===== src/rtl/uart_pkg.sv =====
// Shared UART encodings: data-width and parity selectors seen by the receive path.
package uart_pkg;

    typedef enum logic [1:0] {
        BITS_5 = 2'b00,
        BITS_6 = 2'b01,
        BITS_7 = 2'b10,
        BITS_8 = 2'b11
    } bits_num_t;

    // 2'b11 is a second encoding of "no parity" kept for host-register compatibility.
    typedef enum logic [1:0] {
        PAR_NONE     = 2'b00,
        PAR_ODD      = 2'b01,
        PAR_EVEN     = 2'b10,
        PAR_NONE_ALT = 2'b11
    } parity_t;

    function automatic int unsigned data_width(input logic [1:0] bits_num);
        return 32'd5 + {30'd0, bits_num};
    endfunction

endpackage


===== src/rtl/uart_rx_buffer_if.sv =====
// Bus between the receiver core / host side and the receive buffer.
interface uart_rx_buffer_if #(parameter int DEPTH = 8);

    localparam int CW = $clog2(DEPTH) + 1;

    logic          rx_com;
    logic [8:0]    data_received;
    logic [1:0]    bits_num;
    logic [1:0]    parity;
    logic          rd_en;
    logic          clear_overrun;
    logic [7:0]    rd_data;
    logic          rd_parity_err;
    logic          empty;
    logic          full;
    logic [CW-1:0] count;
    logic          overrun;
    logic          irq;

    modport master (
        output rx_com, data_received, bits_num, parity, rd_en, clear_overrun,
        input  rd_data, rd_parity_err, empty, full, count, overrun, irq
    );

    modport slave (
        input  rx_com, data_received, bits_num, parity, rd_en, clear_overrun,
        output rd_data, rd_parity_err, empty, full, count, overrun, irq
    );

endinterface


===== src/rtl/uart_sync_fifo.sv =====
// Generic first-word-fall-through FIFO with a separate occupancy counter.
module uart_sync_fifo #(
    parameter int WIDTH = 9,
    parameter int DEPTH = 8
) (
    input  logic                   clk,
    input  logic                   reset,
    input  logic                   wr_en,
    input  logic [WIDTH-1:0]       wr_data,
    input  logic                   rd_en,
    output logic [WIDTH-1:0]       rd_data,
    output logic                   empty,
    output logic                   full,
    output logic [$clog2(DEPTH):0] count
);

    localparam int AW = $clog2(DEPTH);
    localparam logic [AW:0] FULL_COUNT = (AW+1)'(DEPTH);

    logic [WIDTH-1:0] mem [DEPTH];
    logic [AW-1:0]    wr_ptr;
    logic [AW-1:0]    rd_ptr;
    logic [AW:0]      count_q;
    logic             do_write;
    logic             do_read;

    assign empty    = (count_q == '0);
    assign full     = (count_q == FULL_COUNT);
    assign do_read  = rd_en & ~empty;
    // A full FIFO still accepts a write when the head is popped in the same cycle.
    assign do_write = wr_en & (~full | rd_en);

    always_ff @(posedge clk) begin
        if (!reset) begin
            wr_ptr  <= '0;
            rd_ptr  <= '0;
            count_q <= '0;
        end else begin
            if (do_write) wr_ptr <= wr_ptr + 1'b1;
            if (do_read)  rd_ptr <= rd_ptr + 1'b1;
            case ({do_write, do_read})
                2'b10:   count_q <= count_q + 1'b1;
                2'b01:   count_q <= count_q - 1'b1;
                default: count_q <= count_q;
            endcase
        end
    end

    // Storage is never cleared; the empty gate below hides stale contents.
    always_ff @(posedge clk) begin
        if (reset && do_write) mem[wr_ptr] <= wr_data;
    end

    assign rd_data = empty ? '0 : mem[rd_ptr];
    assign count   = count_q;

endmodule


===== src/rtl/uart_rx_buffer.sv =====
// Receive buffer: parity check of completed frames, FIFO storage, sticky overrun and level irq.
module uart_rx_buffer
    import uart_pkg::*;
#(
    parameter int DEPTH     = 8,
    parameter int IRQ_LEVEL = 4
) (
    input logic               clk,
    input logic               reset,
    uart_rx_buffer_if.slave   bus
);

    localparam int CW = $clog2(DEPTH) + 1;
    localparam logic [CW-1:0] IRQ_COUNT = CW'(IRQ_LEVEL);

    logic [7:0]    frame_data;
    logic          parity_bit;
    logic          parity_err;
    logic [8:0]    head;
    logic          fifo_full;
    logic          fifo_empty;
    logic [CW-1:0] fifo_count;
    logic          drop;
    logic          overrun_q;
    logic          irq_q;

    // Split the frame at the configured width; the bit just above the data is the parity bit.
    always_comb begin
        frame_data = '0;
        parity_bit = 1'b0;
        case (bits_num_t'(bus.bits_num))
            BITS_5: begin
                frame_data = {3'b000, bus.data_received[4:0]};
                parity_bit = bus.data_received[5];
            end
            BITS_6: begin
                frame_data = {2'b00, bus.data_received[5:0]};
                parity_bit = bus.data_received[6];
            end
            BITS_7: begin
                frame_data = {1'b0, bus.data_received[6:0]};
                parity_bit = bus.data_received[7];
            end
            default: begin
                frame_data = bus.data_received[7:0];
                parity_bit = bus.data_received[8];
            end
        endcase

        parity_err = 1'b0;
        case (parity_t'(bus.parity))
            PAR_ODD:  parity_err = ~((^frame_data) ^ parity_bit);
            PAR_EVEN: parity_err = (^frame_data) ^ parity_bit;
            default:  parity_err = 1'b0;
        endcase
    end

    uart_sync_fifo #(
        .WIDTH (9),
        .DEPTH (DEPTH)
    ) u_fifo (
        .clk     (clk),
        .reset   (reset),
        .wr_en   (bus.rx_com),
        .wr_data ({parity_err, frame_data}),
        .rd_en   (bus.rd_en),
        .rd_data (head),
        .empty   (fifo_empty),
        .full    (fifo_full),
        .count   (fifo_count)
    );

    assign drop = bus.rx_com & fifo_full & ~bus.rd_en;

    // Overrun set takes priority over a same-cycle clear; irq lags its sources by one cycle.
    always_ff @(posedge clk) begin
        if (!reset) begin
            overrun_q <= 1'b0;
            irq_q     <= 1'b0;
        end else begin
            if (drop)                   overrun_q <= 1'b1;
            else if (bus.clear_overrun) overrun_q <= 1'b0;
            irq_q <= (fifo_count >= IRQ_COUNT) | overrun_q;
        end
    end

    assign bus.rd_data       = head[7:0];
    assign bus.rd_parity_err = head[8];
    assign bus.empty         = fifo_empty;
    assign bus.full          = fifo_full;
    assign bus.count         = fifo_count;
    assign bus.overrun       = overrun_q;
    assign bus.irq           = irq_q;

endmodule


===== src/flat_wrapper.sv =====
// flat-port wrapper written by rule: the top's interface ports become plain ports
module uart_rx_buffer_flat import uart_pkg::*;
#(
    parameter int DEPTH     = 8,
    parameter int IRQ_LEVEL = 4
)
  (clk, reset, bus_rx_com, bus_data_received, bus_bits_num, bus_parity, bus_rd_en, bus_clear_overrun, bus_rd_data, bus_rd_parity_err, bus_empty, bus_full, bus_count, bus_overrun, bus_irq);
  uart_rx_buffer_if #(.DEPTH(DEPTH)) bus_i ();
  input logic clk;
  input logic reset;
  input wire logic [$bits(bus_i.rx_com)-1:0] bus_rx_com;
  input wire logic [$bits(bus_i.data_received)-1:0] bus_data_received;
  input wire logic [$bits(bus_i.bits_num)-1:0] bus_bits_num;
  input wire logic [$bits(bus_i.parity)-1:0] bus_parity;
  input wire logic [$bits(bus_i.rd_en)-1:0] bus_rd_en;
  input wire logic [$bits(bus_i.clear_overrun)-1:0] bus_clear_overrun;
  output wire logic [$bits(bus_i.rd_data)-1:0] bus_rd_data;
  output wire logic [$bits(bus_i.rd_parity_err)-1:0] bus_rd_parity_err;
  output wire logic [$bits(bus_i.empty)-1:0] bus_empty;
  output wire logic [$bits(bus_i.full)-1:0] bus_full;
  output wire logic [$bits(bus_i.count)-1:0] bus_count;
  output wire logic [$bits(bus_i.overrun)-1:0] bus_overrun;
  output wire logic [$bits(bus_i.irq)-1:0] bus_irq;
  assign bus_i.rx_com = bus_rx_com;
  assign bus_i.data_received = bus_data_received;
  assign bus_i.bits_num = bus_bits_num;
  assign bus_i.parity = bus_parity;
  assign bus_i.rd_en = bus_rd_en;
  assign bus_i.clear_overrun = bus_clear_overrun;
  assign bus_rd_data = bus_i.rd_data;
  assign bus_rd_parity_err = bus_i.rd_parity_err;
  assign bus_empty = bus_i.empty;
  assign bus_full = bus_i.full;
  assign bus_count = bus_i.count;
  assign bus_overrun = bus_i.overrun;
  assign bus_irq = bus_i.irq;
  uart_rx_buffer #(.DEPTH(DEPTH), .IRQ_LEVEL(IRQ_LEVEL)) u_core (.clk(clk), .reset(reset), .bus(bus_i));
endmodule

===== config.mk =====
export PLATFORM = sky130hd
export DESIGN_NAME = uart_rx_buffer_flat
export DESIGN_NICKNAME = d
export VERILOG_FILES = /design/src/rtl/uart_pkg.sv /design/src/rtl/uart_rx_buffer_if.sv /design/src/rtl/uart_sync_fifo.sv /design/src/rtl/uart_rx_buffer.sv /design/src/flat_wrapper.sv
export SDC_FILE = /design/constraint.sdc
export NUM_CORES = 1
export LEC_CHECK = 0
export ABC_AREA = 1
export CAP_MARGIN = 0
export CELL_PAD_IN_SITES_DETAIL_PLACEMENT = 0
export CELL_PAD_IN_SITES_GLOBAL_PLACEMENT = 1
export CORE_MARGIN = 4
export CORE_UTILIZATION = 42
export CTS_CLUSTER_SIZE = 28
export DETAILED_ROUTE_END_ITERATION = 10
export PLACE_DENSITY_LB_ADDON = 0.1
export SETUP_SLACK_MARGIN = 0.4
export SYNTH_ARGS = -nofsm -noshare
export SYNTH_HDL_FRONTEND = slang
export SYNTH_SLANG_ARGS = --single-unit

===== constraint.sdc =====
create_clock -name clk -period 6.1 [get_ports clk]
set_input_delay 0.915 -clock clk [delete_from_list [all_inputs] [get_ports clk]]
set_output_delay 0.915 -clock clk [all_outputs]
set_load 0.005 [all_outputs]

; After elaboration in Yosys (flattened, before gate mapping)
; Memories as Yosys holds them, arrays and structs flattened. A register that Yosys moved wholly into a read port is not among the register bits.
; Index checks and enable logic that the tools add are counted.
; Widths: inputs -> output; s select.
[totals]
memories = 1
ff_bits = 12
romBits = 0
latchBits = 0
elab_cells = 46
output_inout_bits = 17
mem_bits_rw = 72
[mem_list]
columns = memory, depth, word_bits, read_ports, rd_clocked_by_memory_dff, write_ports, line
row1 = u_core.u_fifo.mem, 8, 9, 1, 1, 1, uart_sync_fifo.sv:20  ; logic [WIDTH-1:0] mem [DEPTH];
[classes]
n_bitwise = 11
n_shift = 0
n_lt_le_gt_ge = 1
n_reduce_logical = 6
div_mod_pow = 0
muxes = 11
n_addsub = 4
n_mul = 0
n_eq_ne = 7
[op_table]
columns = cell, n
row1 = $pmux 8 s3, 1
row2 = $mux 9, 1
row3 = $pmux 4 s2, 1
row4 = $reduce_xor 8->1, 1
row5 = $add 3x1->3 const B, 2
row6 = $eq 2x1->1 const B, 3
row7 = $eq 2x2->1 const B, 3
row8 = $mux 3, 2
row9 = $add 4x1->4 const B, 1
row10 = $and 1x1->1, 4
row11 = $eq 4x4->1 const B, 1
row12 = $ge 4x3->1 const B, 1
row13 = $logic_not 4->1, 1
row14 = $mux 1, 4
row15 = $not 1->1, 4
row16 = $reduce_bool 2->1, 2
row17 = $sub 4x1->4 const B, 1
row18 = $pmux 1 s3, 1
row19 = $logic_not 2->1, 1
row20 = $or 1x1->1, 2
row21 = $pmux 1 s2, 1
row22 = $logic_and 1x1->1, 1
row23 = $xor 1x1->1, 1

; Logic depth before layout (Yosys ltp)
; Gate-level depths: netlist of run 1.
[logic_depth]
word_depth = 7
mapped_depth = 13

; Hierarchy
; Synthesis of run 1 repeated with hierarchy kept, for this count alone.
[unflattened]
hier_cells = 393
hier_area_um2 = 4002.6
[by_module_without_submodules]
columns = module, cells_each, seq_area_each_um2, area_each_um2, instances
row1 = uart_sync_fifo, 312, 2422.3, 3613.5, 1
row2 = uart_rx_buffer, 81, 40.0, 389.1, 1

; Worst setup path after synthesis of run 1
; Ideal clock, no wire load.
[synth_path]
path_type = input port to flip-flop
start = in bus_rd_en
end = reg u_core.u_fifo.count_q[2], in the netlist u_core.u_fifo.count[2]
setup_slack_ns = 3.888
path_stages = 10
t_arrival_ns = 2.099
path_buffers = 0
required_ns = 5.987
path_cell_list = inv_1 -> nand2_2 -> nand2_4 -> ha_1 -> xor2_1 -> ha_1 -> a21oi_1 -> xnor2_1 -> o21ai_1 -> inv_1
[synth_via]
elab_chain_len = 4
word_cells_on_any_way = 7
[synth_lines]
columns = element, line
row1 = start: declaration, flat_wrapper.sv:15  ; input wire logic [$bits(bus_i.rd_en)-1:0] bus_rd_en;
row2 = $or 1x1->1, uart_sync_fifo.sv:31  ; assign do_write = wr_en & (~full | rd_en);
row3 = $and 1x1->1, uart_sync_fifo.sv:31
row4 = $eq 2x1->1 / $eq 2x2->1 (equally long branches), uart_sync_fifo.sv:41  ; case ({do_write, do_read})
row5 = $pmux 4 s2 / $reduce_bool 2->1 (equally long branches), -
row6 = end signal: assignment, uart_sync_fifo.sv:42  ; 2'b10: count_q <= count_q + 1'b1;
row7 = end signal: assignment, uart_sync_fifo.sv:43  ; 2'b01: count_q <= count_q - 1'b1;
row8 = end signal: assignment, uart_sync_fifo.sv:44  ; default: count_q <= count_q;
row9 = end: declaration, uart_sync_fifo.sv:23  ; logic [AW:0] count_q;
; Several ways; a longest one is shown, not always the timed one.
; A chain may end at the register's enable or synchronous reset.

==> results.yml, run 1 <==
sta:
  fmax_mhz: 285
  slew_headroom_pct: 26.6
  finalClockSkew_ns: 0.0105
  rsz0062_at_grt: "no"
  hold_viol: 0
  period_share_pct: 57.4
  setup_violations: 0
  slew_violations: 0
  setup_slack_ns: 2.60
  period_needed_ns: 3.50
  timing.setup.tns_ns: 0
  worstMarginPinSlew_ns: 1.10
die:
  die_w_um: 104
  start_util_pct: 43.7
  io_pins: 35
  core_region_area_um2: 8810
  row_count: 34
  die_h_um: 104
  die-area_um2: 10800
clocking:
  clockBufferDepth: 2
  cts-buffers-inserted: 9
  cts.sinks: 87
  cts_tree: "yes"
  post_cts_buffers: 0
  clk_latency_ns: 0.35
  cts_resized: 0
  cts_root_buffer: "clkbuf_8"
  path_clk_slew_ns: 0.08
  cts_max_level: 3
  ctsHoldBuffers: 0
worst_setup_path:
  cp-end-kind: "output port"
  path_depth: 5
  path_buf_inv: 2
  path_cells: "inv_2 -> nor2_1 -> o21ai_0 -> a31oi_1 -> clkdlybuf4s50_1"
  worst_setup_path_start_kind: "flop"
  rr_worst_depth: 11
  slowest_delay_ns: 0.97
  path_max_fanout: 28
  cp.required_ns: 5.18
  crit_family: "flip-flops"
  worstSetupPathType: "reg2out"
  slowest_stage: "dfxtp_1"
  cp.arrival_ns: 2.59
yosys:
  yosys_warnings: 0
  yosys-top-cells-area: "edfxtp_1, nor2_1, dfxtp_1"
  synth_area_um2: 3850
  ys_types: 25
  avgSynthCellArea_um2: 10.0
  synth_ff_type: "edfxtp_1"
  yosys.area.top_type: "edfxtp_1"
  synth_cells: 384
  ys_ff_latch: 87
  ys_async_sr_fraction_pct: 0
  syn_nets: 407
  synth-seq-area-share_pct: 64.0
  synth-edff-count: 72
  synth_top_area_share_pct: 56.2
detailed_routing:
  wire_per_inst_um: 16.2
  totalWireLength_um: 8540
  remaining_drc_errors: 0
  drtPass1Iterations: 4
  routed-via-count: 2724
  viasPerCell: 5.16
  first_iter_violations: 142
  drtAntennaViolNets: 0
power_and_ir_drop:
  power.switching_uw: 523
  combPwrFrac_pct: 30.7
  sw_frac_of_total_pct: 31.6
  seq_power_share_pct: 43.6
  leakage_uw: 0.00168
  p_int_uw: 1130
  p_per_area_nw_per_um2: 371
  ir_drop_mv: 0.187
  clkPwrFrac_pct: 25.7
global_route:
  grt_overflow: 0
  track_usage_pct: 16.1
  antenna_found_initial: 0
  grt_pass1_wl_um: 13500
  grt_start_max_net_pins: 38
  grt_pass1_vias: 2641
finish:
  num_antenna_cells: 0
  drive_gt1_share_pct: 7.38
  regArea_um2: 2460
  syn_to_final_growth_pct: 16.2
  fin_nets: 438
  utilization_pct: 50.7
  nFillCells: 833
  multi_input_area_um2: 1180
job:
  max_cap_violations: 0
min_path:
  whs_path_depth: 2
  hp-class: "reg2reg"
placed_design:
  pre_cts_slack_ns: 2.89
  gp_congestion: 0.761
  place_hpwl_um: 5490
  portBuffers: 34
status:
  status: "finished, final reports clean"
[cells in the final DEF (no fill, tap or decap)]
cell type / Yosys / final
a21oi_2: 2 / 2
dfxtp_1: 15 / 15
clkinv_2: 0 / 1
edfxtp_1: 72 / 72
clkinvlp_4: 0 / 1
nand4_1: 3 / 3
a31oi_1: 9 / 9
nor3_1: 1 / 1
nor4_2: 1 / 1
clkbuf_8: 0 / 9
ha_1: 5 / 5
nand2_1: 45 / 45
xnor2_1: 1 / 1
xor2_1: 3 / 3
clkbuf_1: 3 / 1
nor2_1: 84 / 84
o21ai_0: 29 / 29
o21ai_1: 33 / 33
nand3b_1: 2 / 2
nand2_2: 3 / 3
nand3_2: 1 / 1
clkdlybuf4s50_1: 0 / 34
nand2_4: 1 / 1
inv_1: 26 / 26
inv_2: 8 / 8
buf_4: 1 / 1
a21oi_1: 8 / 8
bufinv_16: 0 / 2
nand3_1: 17 / 17
clkinv_4: 0 / 1
clkinv_1: 0 / 1
[kinds of logic after synthesis]
group | Yosys count | share of synthesized area, %
xor+xnor | 4 | 0.911
compound gates | 81 | 11.0
fa+ha+maj | 5 | 1.63
simple gates | 158 | 17.2
buf+inv | 49 | 5.24
flops | 87 | 64.0
[cells in the mapped netlist, types with 5 or more instances]
| library cell | instances |
|---|---|
| buf_2 | 11 |
| nand2_1 | 45 |
| nor2_1 | 84 |
| edfxtp_1 | 72 |
| ha_1 | 5 |
| nand3_1 | 17 |
| a31oi_1 | 9 |
| dfxtp_1 | 15 |
| inv_2 | 8 |
| o21ai_0 | 29 |
| o21ai_1 | 33 |
| inv_1 | 26 |
| a21oi_1 | 8 |
[path summary, 6_finish.rpt]
kind | endpoint | slack (ns) | from
worst max-delay path | bus_rd_data[2] | 2.60 | flop
worst min-delay path | u_core.u_fifo.rd_ptr[2] | 0.47 | u_core.u_fifo.rd_ptr[2]
worst max register to register | u_core.u_fifo.count[2] | 3.34 | u_core.u_fifo.count[2]
worst min register to register | u_core.u_fifo.rd_ptr[2] | 0.47 | u_core.u_fifo.rd_ptr[2]
[power groups by stage]
| stage | registers [uW] | logic, uW | clock network, uW |
|---|---|---|---|
| floorplan | 710 | 320 | 0 |
| global placement | 735 | 514 | 0 |
| detailed placement | 735 | 516 | 0 |
| CTS | 722 | 519 | 436 |
| global route | 729 | 573 | 457 |
| finish | 722 | 508 | 426 |
[layer usage]
| layer | vias up | global-route usage (%) | part of all wire, % |
|---|---|---|---|
| met5 | - | 0 | 0 |
| met4 | 0 | 6.36 | 1.4 |
| met3 | 12 | 2.55 | 2.9 |
| met2 | 45 | 26.9 | 49 |
| met1 | 1296 | 21.2 | 47 |
| li1 | 1371 | - | - |
[worst register-to-register path, stage by stage (launching register included)]
cell and delay [ns]:
dfxtp_1 0.37, inv_1 0.12, nand4_1 0.62, nand2_1 0.34, inv_2 0.12, ha_1 0.25
xor2_1 0.18, ha_1 0.20, a21oi_1 0.18, xnor2_1 0.10, o21ai_1 0.12, inv_1 0.05
[flip-flops by register name, summed over array words and instances (netlist names), named ones only]
register / count
u_core.bus.overrun: 1
u_core.u_fifo.mem: 72
u_core.u_fifo.count: 4
u_core.bus.irq: 1
u_core.u_fifo.rd_ptr: 3
u_core.u_fifo.wr_ptr: 3
[final cells by class]
type | instances | area share (%)
flip-flops and latches | 87 | 55.1
inverters | 34 | 2.86
multi-input cells | 248 | 26.5
well taps | 108 | 3.02
clock inverters | 6 | 1.90
clock buffers | 10 | 2.86
repair buffers | 35 | 7.78
[through the flow]
step / hold slack (ns) / power [uW] / cells / instance area (um2)
after floorplan: 0.433 / 1030 / 384 / 3850
after global placement: 0.452 / 1250 / 512 / 4260
after detailed placement: 0.461 / 1250 / 512 / 4260
after CTS: 0.473 / 1680 / 528 / 4470
after global routing: 0.490 / 1760 / 528 / 4470
final: 0.466 / 1660 / 528 / 4470
No activity file was read; power rests on OpenSTA's default activity.
==> run 2, diff against run 1 <==
--- a/config.mk
+++ b/config.mk
@@ -10,7 +10,7 @@
 export CELL_PAD_IN_SITES_DETAIL_PLACEMENT = 0
 export CELL_PAD_IN_SITES_GLOBAL_PLACEMENT = 1
 export CORE_MARGIN = 4
-export CORE_UTILIZATION = 42
+export CORE_UTILIZATION = 40
 export CTS_CLUSTER_SIZE = 28
 export DETAILED_ROUTE_END_ITERATION = 10
 export PLACE_DENSITY_LB_ADDON = 0.1
==> constraint.sdc (replaced) <==
create_clock -name clk -period 2.8 [get_ports clk]
set_input_delay 0.42 -clock clk [delete_from_list [all_inputs] [get_ports clk]]
set_output_delay 0.42 -clock clk [all_outputs]
set_load 0.005 [all_outputs]
==> run 2 against run 1 <==
Final cell count rose by 8.3%. Count of clock-buffer cells in the layout fell by 1. Worst setup slack got worse by 2.0 ns. Sequential power rose by 120%. Clock power rose by 130%. Wire length rose by 1.7%. Total power rose by 130%. Flip-flop and latch count did not move. Clock skew barely moved. Combinational power rose by 150%. Utilization rose by 0.68 points. Critical path type unchanged. Highest routed layer unchanged.
==> results.yml, run 2 (synthesis results as in run 1) <==
status:
  status: "finished, final reports clean"
finish:
  fin_nets: 461
  mostFrequentLayoutCell: "nor2_1"
  final_cells: 572
  largest_reg_flops: 72
  drive_gt1_share_pct: 13.8
  regMostFlops: "u_core.u_fifo.mem"
  syn_to_final_growth_pct: 24.1
  layout_common_cells: "nor2_1, edfxtp_1, nand2_1"
  num_antenna_cells: 0
  multi_input_area_um2: 1190
  final_area_um2: 4770
  nFillCells: 858
  regArea_um2: 2470
global_route:
  grt_pass1_wl_um: 14100
  grt_start_max_net_pins: 37
  grt_pass1_vias: 2714
  antenna_found_initial: 0
  grt_overflow: 0
  track_usage_pct: 16.2
placed_design:
  place_hpwl_um: 5660
  dpl_cell_area_um2: 4400
  dp.cells: 547
  gp_congestion: 0.799
  portBuffers: 34
die:
  row_count: 35
  core_region_area_um2: 9280
  start_util_pct: 41.4
  die_h_um: 106
  die_w_um: 106
  io_pins: 35
  die-area_um2: 11200
sta:
  rsz0062_at_grt: "no"
  slew_violations: 0
  timing.setup.tns_ns: 0
  worstMarginPinSlew_ns: 0.407
  fmax_mhz: 452
  finalClockSkew_ns: 0.0103
  period_share_pct: 78.9
  period_needed_ns: 2.21
  setup_violations: 0
  hold_viol: 0
  slew_headroom_pct: 72.8
worst_setup_path:
  worstSetupPathType: "reg2out"
  path_max_fanout: 13
  worst_setup_path_start_kind: "flop"
  r2r-end: "u_core.u_fifo.count[2]"
  r2r-start: "u_core.u_fifo.count[2]"
  rr_worst_depth: 12
  r2r_setup_slack_ns: 0.61
  cp.arrival_ns: 1.79
  cp-end-kind: "output port"
  cp.required_ns: 2.38
power_and_ir_drop:
  leakage_uw: 0.00188
  p_per_area_nw_per_um2: 797
  power.switching_uw: 1210
  combPwrFrac_pct: 33.1
  ir_drop_mv: 0.408
  p_int_uw: 2590
  clkPwrFrac_pct: 25.7
  sw_frac_of_total_pct: 31.9
  seq_power_share_pct: 41.2
detailed_routing:
  totalWireLength_um: 8690
  drtAntennaViolNets: 0
  first_iter_violations: 119
  remaining_drc_errors: 0
  viasPerCell: 4.86
  wire_per_inst_um: 15.2
  drtPass1Iterations: 4
  routed-via-count: 2781
clocking:
  cts_root_buffer: "clkbuf_8"
  cts-buffers-inserted: 9
  cts.sinks: 87
  clk_latency_ns: 0.34
  cts_max_level: 3
  cts_tree: "yes"
  path_clk_slew_ns: 0.09
  clockBufferDepth: 2
min_path:
  whs_endpoint: "u_core.u_fifo.rd_ptr[2]"
  min_from: "u_core.u_fifo.rd_ptr[2]"
  hp-class: "reg2reg"
  whs_path_depth: 2
job:
  max_cap_violations: 0
-- run 2: area by class of cell --
class / instances / share of cell area [%]
inverter: 34 / 2.78
timing repair buffer: 58 / 12.3
tap: 129 / 3.38
sequential: 87 / 51.8
clock inverter: 7 / 2.18
multi-input combinational: 248 / 25.0
clock buffer: 9 / 2.60
-- run 2: how the worst max path moves through the flow --
stage | from | endpoint | cells past startpoint
CTS | flop | bus_rd_data[2] | 8
floorplan | u_core.u_fifo.count[3] | u_core.u_fifo.count[2] | 11
global placement | bus_rd_en | u_core.u_fifo.count[2] | 11
global route | flop | bus_rd_data[1] | 9
detailed placement | bus_rd_en | u_core.u_fifo.count[2] | 11
finish | flop | bus_rd_parity_err | 9
-- run 2: worst max-delay path: stages, from the launching register on --
cell and delay (ns):
dfxtp_4 0.39, buf_12 0.15, buf_4 0.14, nor2_1 0.10, nor2_1 0.04, o21ai_0 0.07, o21ai_1 0.09, o21ai_1 0.14
a31oi_1 0.06, dlygate4sd2_1 0.28
-- run 2: repair_timing --
action | in CTS | in global routing
hold endpoints to repair | 0 | 0
buffers inserted | 2 | 6
cloned | 1 | 0
hold buffers | 0 | 0
resized for setup | 20 | 3
setup endpoints to repair | 9 | 4
-- run 2: power by group through the flow --
stage | sequential [uW] | combinational (uW) | clock (uW)
after floorplan | 1550 | 697 | 0
after global placement | 1580 | 1170 | 0
after detailed placement | 1580 | 1180 | 0
after CTS | 1560 | 1240 | 1000
after global routing | 1580 | 1430 | 1060
final | 1570 | 1260 | 977
-- run 2: through the flow --
step,worst slack (ns),hold slack [ns],util (%),power (uW)
2_1_floorplan,0.751,0.433,-,2240
3_3_place_gp,0.456,0.446,47.4,2760
3_5_place_dp,0.432,0.457,47.4,2760
5_1_grt,0.416,0.498,51.4,4060
4_1_cts,0.357,0.472,50.8,3810
6_report,0.590,0.467,51.4,3810
-- run 2: layer usage --
metal | up-vias | track usage, % | routed length, um
met5 | - | 0 | 0
met4 | 0 | 4.63 | 109
met3 | 9 | 2.37 | 273
met2 | 47 | 27.5 | 4220
met1 | 1301 | 21.8 | 4090
li1 | 1424 | - | -
